**config.mk**
```make
export PLATFORM = sky130hd
export DESIGN_NAME = ok2wbm_burst
export DESIGN_NICKNAME = d
export VERILOG_FILES = /design/src/rtl/ok2wbm_pkg.sv /design/src/rtl/ok2wbm_wr_fifo.sv /design/src/rtl/ok2wbm_burst.sv
export SDC_FILE = /design/constraint.sdc
export NUM_CORES = 1
export LEC_CHECK = 0
export CAP_MARGIN = 20
export CORE_MARGIN = 2
export CORE_UTILIZATION = 40
export CTS_CLUSTER_SIZE = 10
export DETAILED_ROUTE_END_ITERATION = 8
export HOLD_SLACK_MARGIN = 0.06
export PLACE_DENSITY_LB_ADDON = 0.05
export SETUP_SLACK_MARGIN = 0.2
export SLEW_MARGIN = 10
export SYNTH_ARGS = -nofsm -noshare
export SYNTH_HDL_FRONTEND = slang
export SYNTH_HIERARCHICAL = 1
export SYNTH_SLANG_ARGS = --single-unit
```
**constraint.sdc**
```tcl
create_clock -name wb_clk_i -period 8.31 [get_ports wb_clk_i]
set_input_delay 2.0775 -clock wb_clk_i [delete_from_list [all_inputs] [get_ports wb_clk_i]]
set_output_delay 2.0775 -clock wb_clk_i [all_outputs]
set_load 0.005 [all_outputs]
```
**src/rtl/ok2wbm_pkg.sv**
```systemverilog
// Shared definitions for the Opal Kelly pipe to Wishbone burst bridge.
//   - Wishbone cycle-type (CTI) and burst-type (BTE) encodings
//   - Bridge FSM state type
package ok2wbm_pkg;

  localparam logic [2:0] CTI_CLASSIC = 3'b000;
  localparam logic [2:0] CTI_CONST   = 3'b001;
  localparam logic [2:0] CTI_INCR    = 3'b010;
  localparam logic [2:0] CTI_EOB     = 3'b111;

  localparam logic [1:0] BTE_LINEAR  = 2'b00;

  typedef enum logic [1:0] {
    StIdle,
    StWaitWd,
    StActive
  } state_e;

endpackage

```
**src/rtl/ok2wbm_wr_fifo.sv**
```systemverilog
// Synchronous first-word-fall-through write-data FIFO.
//   clk_i, rst_i   : clock, synchronous active-high reset (empties the FIFO)
//   flush_i        : discard all contents; has priority over push/pop
//   push_i/data_i  : write request and data; dropped when full unless popping
//   pop_i          : remove head entry (ignored when empty)
//   data_o         : head entry, valid whenever empty_o is low
//   count_o        : number of stored entries
//   full_o/empty_o : occupancy flags
module ok2wbm_wr_fifo #(
  parameter int unsigned DW         = 16,
  parameter int unsigned FIFO_DEPTH = 16
) (
  input  logic                            clk_i,
  input  logic                            rst_i,
  input  logic                            flush_i,
  input  logic                            push_i,
  input  logic [DW-1:0]                   data_i,
  input  logic                            pop_i,
  output logic [DW-1:0]                   data_o,
  output logic [$clog2(FIFO_DEPTH):0]     count_o,
  output logic                            full_o,
  output logic                            empty_o
);

  localparam int unsigned PW = $clog2(FIFO_DEPTH);
  localparam int unsigned CW = PW + 1;

  logic [DW-1:0] mem_q [FIFO_DEPTH];
  logic [PW-1:0] wr_ptr_q, wr_ptr_d;
  logic [PW-1:0] rd_ptr_q, rd_ptr_d;
  logic [CW-1:0] count_q, count_d;
  logic          push_ok, pop_ok;

  assign full_o  = (count_q == CW'(FIFO_DEPTH));
  assign empty_o = (count_q == '0);
  assign count_o = count_q;
  assign data_o  = mem_q[rd_ptr_q];

  // A pop frees the slot in the same cycle, so a full FIFO still accepts a push then.
  assign pop_ok  = pop_i & ~empty_o;
  assign push_ok = push_i & (~full_o | pop_i);

  always_comb begin
    wr_ptr_d = wr_ptr_q;
    rd_ptr_d = rd_ptr_q;
    count_d  = count_q;
    if (flush_i) begin
      wr_ptr_d = '0;
      rd_ptr_d = '0;
      count_d  = '0;
    end else begin
      if (push_ok) wr_ptr_d = wr_ptr_q + PW'(1);
      if (pop_ok)  rd_ptr_d = rd_ptr_q + PW'(1);
      count_d = count_q + CW'(push_ok) - CW'(pop_ok);
    end
  end

  always_ff @(posedge clk_i) begin
    if (rst_i) begin
      wr_ptr_q <= '0;
      rd_ptr_q <= '0;
      count_q  <= '0;
    end else begin
      wr_ptr_q <= wr_ptr_d;
      rd_ptr_q <= rd_ptr_d;
      count_q  <= count_d;
    end
  end

  // Storage needs no reset; occupancy is tracked by the pointers.
  always_ff @(posedge clk_i) begin
    if (push_ok && !flush_i) mem_q[wr_ptr_q] <= data_i;
  end

endmodule

```
**src/rtl/ok2wbm_burst.sv**
```systemverilog
// Opal Kelly trigger/pipe to Wishbone B4 registered-feedback burst master.
//   cmd_*      : one-cycle command trigger with direction, address mode, start address, length
//   wr_*       : write-data pipe into the buffered write FIFO (wr_ready_o = not full)
//   rd_*       : read beat data with one-cycle strobe per acked beat
//   busy_o, done_o, err_o, timeout_o : transaction status
//   irq_o      : wb_int_i delayed one cycle
//   wb_*       : Wishbone master port (word addressed, linear bursts)
module ok2wbm_burst
  import ok2wbm_pkg::*;
#(
  parameter int unsigned DW         = 16,
  parameter int unsigned AW         = 16,
  parameter int unsigned LW         = 10,
  parameter int unsigned FIFO_DEPTH = 16,
  parameter int unsigned TO_CYCLES  = 1024
) (
  input  logic            wb_clk_i,
  input  logic            wb_rst_i,
  input  logic            cmd_valid_i,
  input  logic            cmd_write_i,
  input  logic            cmd_incr_i,
  input  logic [AW-1:0]   cmd_addr_i,
  input  logic [LW-1:0]   cmd_len_i,
  input  logic [DW-1:0]   wr_data_i,
  input  logic            wr_valid_i,
  output logic            wr_ready_o,
  output logic [DW-1:0]   rd_data_o,
  output logic            rd_valid_o,
  output logic            busy_o,
  output logic            done_o,
  output logic            err_o,
  output logic            timeout_o,
  output logic            irq_o,
  output logic            wb_cyc_o,
  output logic            wb_stb_o,
  output logic            wb_we_o,
  output logic [AW-1:0]   wb_adr_o,
  output logic [DW-1:0]   wb_dat_o,
  output logic [DW/8-1:0] wb_sel_o,
  output logic [2:0]      wb_cti_o,
  output logic [1:0]      wb_bte_o,
  input  logic [DW-1:0]   wb_dat_i,
  input  logic            wb_ack_i,
  input  logic            wb_err_i,
  input  logic            wb_int_i
);

  localparam int unsigned CW  = $clog2(FIFO_DEPTH) + 1;
  localparam int unsigned ToW = (TO_CYCLES > 1) ? $clog2(TO_CYCLES) : 1;
  localparam logic [ToW-1:0] ToLast = ToW'((TO_CYCLES == 0) ? 0 : TO_CYCLES - 1);

  state_e          state_q, state_d;
  logic [AW-1:0]   adr_q, adr_d;
  logic [LW-1:0]   rem_q, rem_d;
  logic            burst_q, burst_d;
  logic            we_q, we_d;
  logic            incr_q, incr_d;
  logic            cyc_q, cyc_d;
  logic            stb_q, stb_d;
  logic [ToW-1:0]  to_cnt_q, to_cnt_d;
  logic            timeout_q, timeout_d;
  logic            done_q, done_d;
  logic            err_q, err_d;
  logic            rd_valid_q, rd_valid_d;
  logic [DW-1:0]   rd_data_q, rd_data_d;
  logic            irq_q;

  logic            fifo_pop, fifo_flush, fifo_full, fifo_empty;
  logic [DW-1:0]   fifo_head;
  logic [CW-1:0]   fifo_count;
  logic            to_hit;

  ok2wbm_wr_fifo #(
    .DW         (DW),
    .FIFO_DEPTH (FIFO_DEPTH)
  ) u_wr_fifo (
    .clk_i   (wb_clk_i),
    .rst_i   (wb_rst_i),
    .flush_i (fifo_flush),
    .push_i  (wr_valid_i),
    .data_i  (wr_data_i),
    .pop_i   (fifo_pop),
    .data_o  (fifo_head),
    .count_o (fifo_count),
    .full_o  (fifo_full),
    .empty_o (fifo_empty)
  );

  // Last permitted stall cycle with no termination from the slave.
  assign to_hit = (TO_CYCLES != 0) && (state_q == StActive) && (to_cnt_q == ToLast) &&
                  !wb_ack_i && !wb_err_i;

  always_comb begin
    state_d    = state_q;
    adr_d      = adr_q;
    rem_d      = rem_q;
    burst_d    = burst_q;
    we_d       = we_q;
    incr_d     = incr_q;
    cyc_d      = cyc_q;
    stb_d      = stb_q;
    to_cnt_d   = '0;
    timeout_d  = timeout_q;
    done_d     = 1'b0;
    err_d      = 1'b0;
    rd_valid_d = 1'b0;
    rd_data_d  = rd_data_q;
    fifo_pop   = 1'b0;
    fifo_flush = 1'b0;

    unique case (state_q)
      StIdle: begin
        if (cmd_valid_i) begin
          adr_d     = cmd_addr_i;
          rem_d     = (cmd_len_i == '0) ? LW'(1) : cmd_len_i;
          burst_d   = (cmd_len_i > LW'(1));
          we_d      = cmd_write_i;
          incr_d    = cmd_incr_i;
          timeout_d = 1'b0;
          cyc_d     = 1'b1;
          if (cmd_write_i && fifo_empty) begin
            state_d = StWaitWd;
            stb_d   = 1'b0;
          end else begin
            state_d = StActive;
            stb_d   = 1'b1;
          end
        end
      end

      StWaitWd: begin
        if (!fifo_empty) begin
          state_d = StActive;
          stb_d   = 1'b1;
        end
      end

      StActive: begin
        if (wb_err_i || to_hit) begin
          // Error beats an ack in the same cycle; leftover write data is discarded.
          state_d    = StIdle;
          cyc_d      = 1'b0;
          stb_d      = 1'b0;
          we_d       = 1'b0;
          err_d      = 1'b1;
          fifo_flush = 1'b1;
          timeout_d  = timeout_q | to_hit;
        end else if (wb_ack_i) begin
          rem_d = rem_q - LW'(1);
          if (incr_q) adr_d = adr_q + AW'(1);
          if (we_q) begin
            fifo_pop = 1'b1;
          end else begin
            rd_valid_d = 1'b1;
            rd_data_d  = wb_dat_i;
          end
          if (rem_q == LW'(1)) begin
            state_d = StIdle;
            cyc_d   = 1'b0;
            stb_d   = 1'b0;
            we_d    = 1'b0;
            done_d  = 1'b1;
          end else if (we_q && (fifo_count == CW'(1)) && !wr_valid_i) begin
            // Popping the last word with nothing arriving: park with stb low.
            state_d = StWaitWd;
            stb_d   = 1'b0;
          end
        end else begin
          to_cnt_d = to_cnt_q + ToW'(1);
        end
      end

      default: state_d = StIdle;
    endcase
  end

  always_ff @(posedge wb_clk_i) begin
    if (wb_rst_i) begin
      state_q    <= StIdle;
      adr_q      <= '0;
      rem_q      <= '0;
      burst_q    <= 1'b0;
      we_q       <= 1'b0;
      incr_q     <= 1'b0;
      cyc_q      <= 1'b0;
      stb_q      <= 1'b0;
      to_cnt_q   <= '0;
      timeout_q  <= 1'b0;
      done_q     <= 1'b0;
      err_q      <= 1'b0;
      rd_valid_q <= 1'b0;
      rd_data_q  <= '0;
      irq_q      <= 1'b0;
    end else begin
      state_q    <= state_d;
      adr_q      <= adr_d;
      rem_q      <= rem_d;
      burst_q    <= burst_d;
      we_q       <= we_d;
      incr_q     <= incr_d;
      cyc_q      <= cyc_d;
      stb_q      <= stb_d;
      to_cnt_q   <= to_cnt_d;
      timeout_q  <= timeout_d;
      done_q     <= done_d;
      err_q      <= err_d;
      rd_valid_q <= rd_valid_d;
      rd_data_q  <= rd_data_d;
      irq_q      <= wb_int_i;
    end
  end

  always_comb begin
    wb_cti_o = CTI_CLASSIC;
    if (cyc_q && burst_q) begin
      if (rem_q == LW'(1)) wb_cti_o = CTI_EOB;
      else if (incr_q)     wb_cti_o = CTI_INCR;
      else                 wb_cti_o = CTI_CONST;
    end
  end

  assign wr_ready_o = ~fifo_full;
  assign rd_data_o  = rd_data_q;
  assign rd_valid_o = rd_valid_q;
  assign busy_o     = cyc_q;
  assign done_o     = done_q;
  assign err_o      = err_q;
  assign timeout_o  = timeout_q;
  assign irq_o      = irq_q;
  assign wb_cyc_o   = cyc_q;
  assign wb_stb_o   = stb_q;
  assign wb_we_o    = we_q;
  assign wb_adr_o   = adr_q;
  // Empty FIFO storage is uninitialised; present zeros instead.
  assign wb_dat_o   = fifo_empty ? '0 : fifo_head;
  assign wb_sel_o   = {(DW/8){cyc_q}};
  assign wb_bte_o   = BTE_LINEAR;

endmodule

```
Yosys cells after proc, flatten, opt, wreduce, memory -nomap -nowiden
Memory sizes are Yosys's and may differ from the RTL's. A register that Yosys moved wholly into a read port is not among the register bits. Index checks and enable logic that the tools add are counted.

Register bits: 77. RAM bits: 256. Input port bits: 67. Word-level logic and storage cells: 133. Memories kept: 1.

Add/sub/neg operators: 7. Order comparisons: 1. Equal/unequal tests: 15. Muxes and demuxes: 52. Bitwise gates (word level): 10. Reduce and logical (&&, ||, !) cells: 29.

Memory list: u_wr_fifo.mem_q (depth 16, width 16, read ports 1, clocked after memory_dff 1, write ports 1, line ok2wbm_wr_fifo.sv:28) `logic [DW-1:0] mem_q [FIFO_DEPTH];`.

Operators with widths (count): 16-bit 2-to-1 mux (5); 10-bit 2-to-1 mux (4); 16-bit case mux with 2 select lines (1); 1-bit 2-to-1 mux (24); 10-bit case mux with 2 select lines (1); 16-bit by 1-bit adder with 16-bit output, second input constant (1); 2-bit 2-to-1 mux (8); 4-bit AND reduction (4); 10-bit by 1-bit adder with 10-bit output, second input constant (1); 10-bit by 1-bit == test with 1-bit output, second input constant (1); 10-bit == test, second input constant (1); 10-bit by 1-bit greater-than comparator with 1-bit output, second input constant (1); 10-bit zero test (1); 2-bit inequality test, second input constant (5); 5-bit AND reduction (2); 10-bit by 1-bit subtractor with 10-bit output, second input constant (1); 4-bit by 1-bit adder with 4-bit output, second input constant (2); 1-bit logical AND (8); 4-bit 2-to-1 mux (2); 4-bit OR reduction (2); 3-bit 2-to-1 mux (2); 1-bit NOT (6); 1-bit case mux with 2 select lines (3); 2-bit case mux with 3 select lines (1); 22 further kinds (27).

Longest topological paths before layout
Depth in word-level cells: 12. Gate-level depth with buffers: 17.

Hierarchy
The synthesis kept the hierarchy.

Modules (own cells, without submodules): ok2wbm_wr_fifo (times used 1, cells each 510, area each 10590.2 um^2); ok2wbm_burst (times used 1, cells each 453, area each 3445.8 um^2).

Least setup slack after synthesis
OpenSTA, ideal clock, no wires.

Kind: input to register. Start point: in wb_err_i. End point: mem u_wr_fifo.mem_q[0][0], enable pin. Setup time: 388 ps. Data arrival time: 4070 ps. Path slack: 3852 ps. Stages: 7. Cell sequence: nor2b_1 -> and3_1 -> clkbuf_1 -> o21ai_1 -> or2_2 -> buf_2 -> nor2_1.

Word-level cells in the longest chain between the ends: 10.

Ends and longest elaborated chain: from (decl) (line ok2wbm_burst.sv:44) `input logic wb_err_i,`; 1-bit zero test (line ok2wbm_burst.sv:91) `!wb_ack_i && !wb_err_i;`; 1-bit logical AND (line ok2wbm_burst.sv:91); 1-bit logical OR * (line ok2wbm_burst.sv:139) `if (wb_err_i || to_hit) begin`; 1-bit 2-to-1 mux * (line ok2wbm_burst.sv:139); 1-bit 2-to-1 mux * (line ok2wbm_burst.sv:111) `unique case (state_q)`; via fifo_pop (line ok2wbm_burst.sv:68) `logic fifo_pop, fifo_flush, fifo_full, fifo_empty;`; 1-bit bitwise OR * (line ok2wbm_wr_fifo.sv:41) `assign push_ok = push_i & (~full_o | pop_i);`; 1-bit bitwise AND * (line ok2wbm_wr_fifo.sv:41); 1-bit logical AND * (line ok2wbm_wr_fifo.sv:72) `if (push_ok && !flush_i) mem_q[wr_ptr_q] <= data_i;`; 1-bit 2-to-1 mux * (line ok2wbm_wr_fifo.sv:72); 1-bit 2-to-1 mux (implied by the code) * (line ok2wbm_wr_fifo.sv:72); to (decl) (line ok2wbm_wr_fifo.sv:28).

The timed path passes the listed nets; every way through them passes the cells marked *.

==> summary.md <==
| Metric | Value |
|---|---|
| Global placement routability congestion | `roughly 0.74` |
| Row cnt | `between 60 and 70` |
| Vias in the first global route | `about 8,500` |
| Final hold viol count | `0` |
| Initial antenna violation count | `2` |
| Leakage | `~5.5 nW` |
| Worst hold slack | `451.0 ps` |
| Fraction of registers with async set/reset | `0%` |
| Die width | `191.3 um` |
| Final setup viols | `0` |
| Hold Crit Class | `flip-flop to flip-flop` |
| Core outline area | `0.03454 mm^2` |
| TritonRoute pass-1 iters | `5` |
| Starting Density | `between 40% and 50%` |
| Clk sinks | `between 300 and 400` |
| Max-slew violation count | `0` |
| Hold-fix buffers, CTS | `0` |
| Worst Path Buf+Inv | `2` |
| Final instance area | `0.01698 mm^2` |
| Syn Area/Cell | `about 15 um^2` |
| H-tree Lvls | `2` |
| Number of max-cap violations | `0` |
| WL per Instance | `21.28 um` |
| Post-Synthesis Cell Area | `between 0.01 and 0.015 mm^2` |
| Total wire length after detailed routing | `approximately 33,000 um` |
| Clock Path Buffers | `3` |
| Largest stage delay on the critical path | `910 ps` |
| Total CTS buffers | `41` |
| Status | `finished, final reports clean` |
| Dpl hpwl | `between 20,000 and 25,000 um` |
| Post-CTS Setup Repair Bufs | `0` |
| Worst-path cell with the longest stage delay | `dfxtp_4` |
| Placed cell area | `between 0.015 and 0.02 mm^2` |
| Post-synth top area share | `between 50% and 60%` |
| Multi-input gate area | `about 0.0044 mm^2` |
| DRT antenna net count | `0` |
| Register Area | `0.009314 mm^2` |
| Seq/Total Area, Yosys | `around two thirds` |
| PortBufs | `approximately 130` |
| Peak supply drop | `between 0.15 and 0.2 mV` |
| Die area | `~0.037 mm^2` |
| Routed vias/inst | `roughly 5.4` |
| Worst Tran Pin Value | `around 1100 ps` |
| Post-synth EDFFs | `about 260` |
| Pwr/cell area | `roughly 260 mW/mm^2` |
| Synth Warn # | `6` |
| Nets | `roughly 1,200` |
| IO Pins | `approximately 130` |
| Crit. End Element | `primary output` |
| Critical Path Start Type | `flip-flop` |
| Period utilization | `between 60 and 70%` |
| Unrepaired setup endpoints after global routing | `false` |
| Area Growth Syn to Fin | `20.96%` |
| First-pass GRT wire length | `51,030 um` |
| Synth cell count leaders | `edfxtp_1, nand2_1, dfxtp_1, nor2_1, a21oi_1` |
| Fmax | `about 170 MHz` |
| Clk_lat worst skew | `roughly 530 ps` |
| Post-Syn Instances | `963` |
| Root buffer cell | `clkbuf_16` |
| Max Clock Skew | `roughly 12 ps` |
| Post-CTS sizing | `0` |
| Worst rel slew slack | `between 20% and 30%` |
| DRC | `0` |
| Via count | `about 8,500` |
| Pin count of the biggest net entering global routing | `slightly below 60` |
| DRT iter0 DRCs | `approximately 470` |
| Fill count | `around 3,100` |
| Tot GR Track Use | `a little under a fifth` |
| Area leader, netlist | `edfxtp_1` |
| Dominant cells by area after synthesis | `edfxtp_1, dfxtp_1, mux4_2` |
| Yosys cell types | `68` |
| Die Y | `~190 um` |
| WS Path Type | `flip-flop to primary output` |
| Worst EP required | `~6200 ps` |
| Clock transition at path regs | `approximately 50 ps` |
| Synth Register Bits | `roughly 340` |
| Crit-path cells | `buf_4, mux4_1, a22oi_1, nand2_1, nor2b_1, clkdlybuf4s50_1` |
| CP max FO | `43` |
| Setup TNS | `0 ps` |
| CTS tree | `yes` |
| CP top delay family | `buffers and inverters` |
| Grt ovf | `0` |
| Most common cell in the netlist | `edfxtp_1` |
| Main synth FF type | `edfxtp_1` |
| Critical Path AT | `3700 ps` |
| Fin crit period | `5773 ps` |
| Layout cells sized above 1 | `between 10% and 20%` |
per-stage QoR:
stage,worst slack [ps],cells,utilization [%],power (mW)
after floorplan,3852,964,-,2.545
after detailed placement,2985,1509,45.70,2.941
after CTS,2397,1571,49.08,4.545
after global routing,2241,1572,49.14,4.719
after global placement,2979,1507,45.57,2.937
final,2537,1573,49.15,4.478
area by class of cell:
cell class | count | share of cell area (%)
Multi-Input combinational cell | 546 | 25.72
Antenna cell | 1 | 0.01474
Sequential cell | 337 | 54.86
Timing Repair Buffer | 147 | 8.608
Clock inverter | 7 | 0.3537
Clock buffer | 55 | 6.537
Inverter | 25 | 0.5527
Tap cell | 455 | 3.353
state kept, by name (all words and copies together) (netlist names), named ones only:
signal              cells
u_wr_fifo/mem_q       256
rd_data_o              16
wb_adr_o               16
rem_q                  10
to_cnt_q               10
u_wr_fifo/count_o       5
u_wr_fifo/rd_ptr_q      4
u_wr_fifo/wr_ptr_q      4
state_q                 2
burst_q                 1
busy_o                  1
done_o                  1
err_o                   1
incr_q                  1
irq_o                   1
rd_valid_o              1
timeout_o               1
wb_stb_o                1
wb_we_o                 1
cell usage in the layout (no fill, tap or decap), types with 16 or more instances in the layout:
master	count
a21oi_1	55
a22oi_1	34
clkbuf_16	42
clkdlybuf4s50_1	128
dfxtp_1	79
edfxtp_1	256
ha_1	19
inv_1	24
mux4_2	54
nand2_1	90
nand3_1	18
nor2_1	57
nor2_2	16
nor2b_1	28
o21ai_0	26
worst paths after layout:
path                                    start               endpoint  slack, ps  cells past startpoint
worst max-delay path                flip-flop            wb_dat_o[5]       2540                      6
worst min-delay path            rd_data_o[12]          rd_data_o[12]        450                      2
worst max register to register     state_q[0]  u_wr_fifo/mem_q[3][1]       4530                      8
worst min register to register  rd_data_o[12]          rd_data_o[12]        450                      2
routing by layer:
metal,up-vias,global-route usage (%),wire length [um]
met5,-,0,13
met2,200,30.98,16540
li1,3957,-,-
met1,4261,24.94,14820
met3,41,3.800,1561
met4,2,4.556,527
worst register-to-register path, stage by stage (launching register included):
cell and delay (ps):
dfxtp_1 330, inv_1 120, ha_1 160, buf_4 420, nor2b_1 440, and3_1 380
o21ai_1 200, or2_2 450, nor2_2 890
kinds of logic (layout without fill, tap and decap cells):
| logic type | count (synthesis) | after routing | synth area share [%] |
|---|---|---|---|
| AO/OA/AOI/OAI | 162 | 162 | 7.390 |
| XOR/XNOR | 16 | 16 | 0.9984 |
| adder cells (fa/ha/maj) | 20 | 20 | 1.836 |
| buffers and inverters | 81 | 234 | 2.933 |
| flip-flops | 337 | 337 | 66.32 |
| multiplexers | 68 | 68 | 10.82 |
| other | 1 | 3 | 0.02672 |
| AND/OR/NAND/NOR | 278 | 278 | 9.672 |
power breakdown:
part / switching (mW) / internal, mW
clock network: 0.656 / 0.929
logic: 0.464 / 0.407
registers: 0.0900 / 1.93
(Power assumes the default switching activity.)
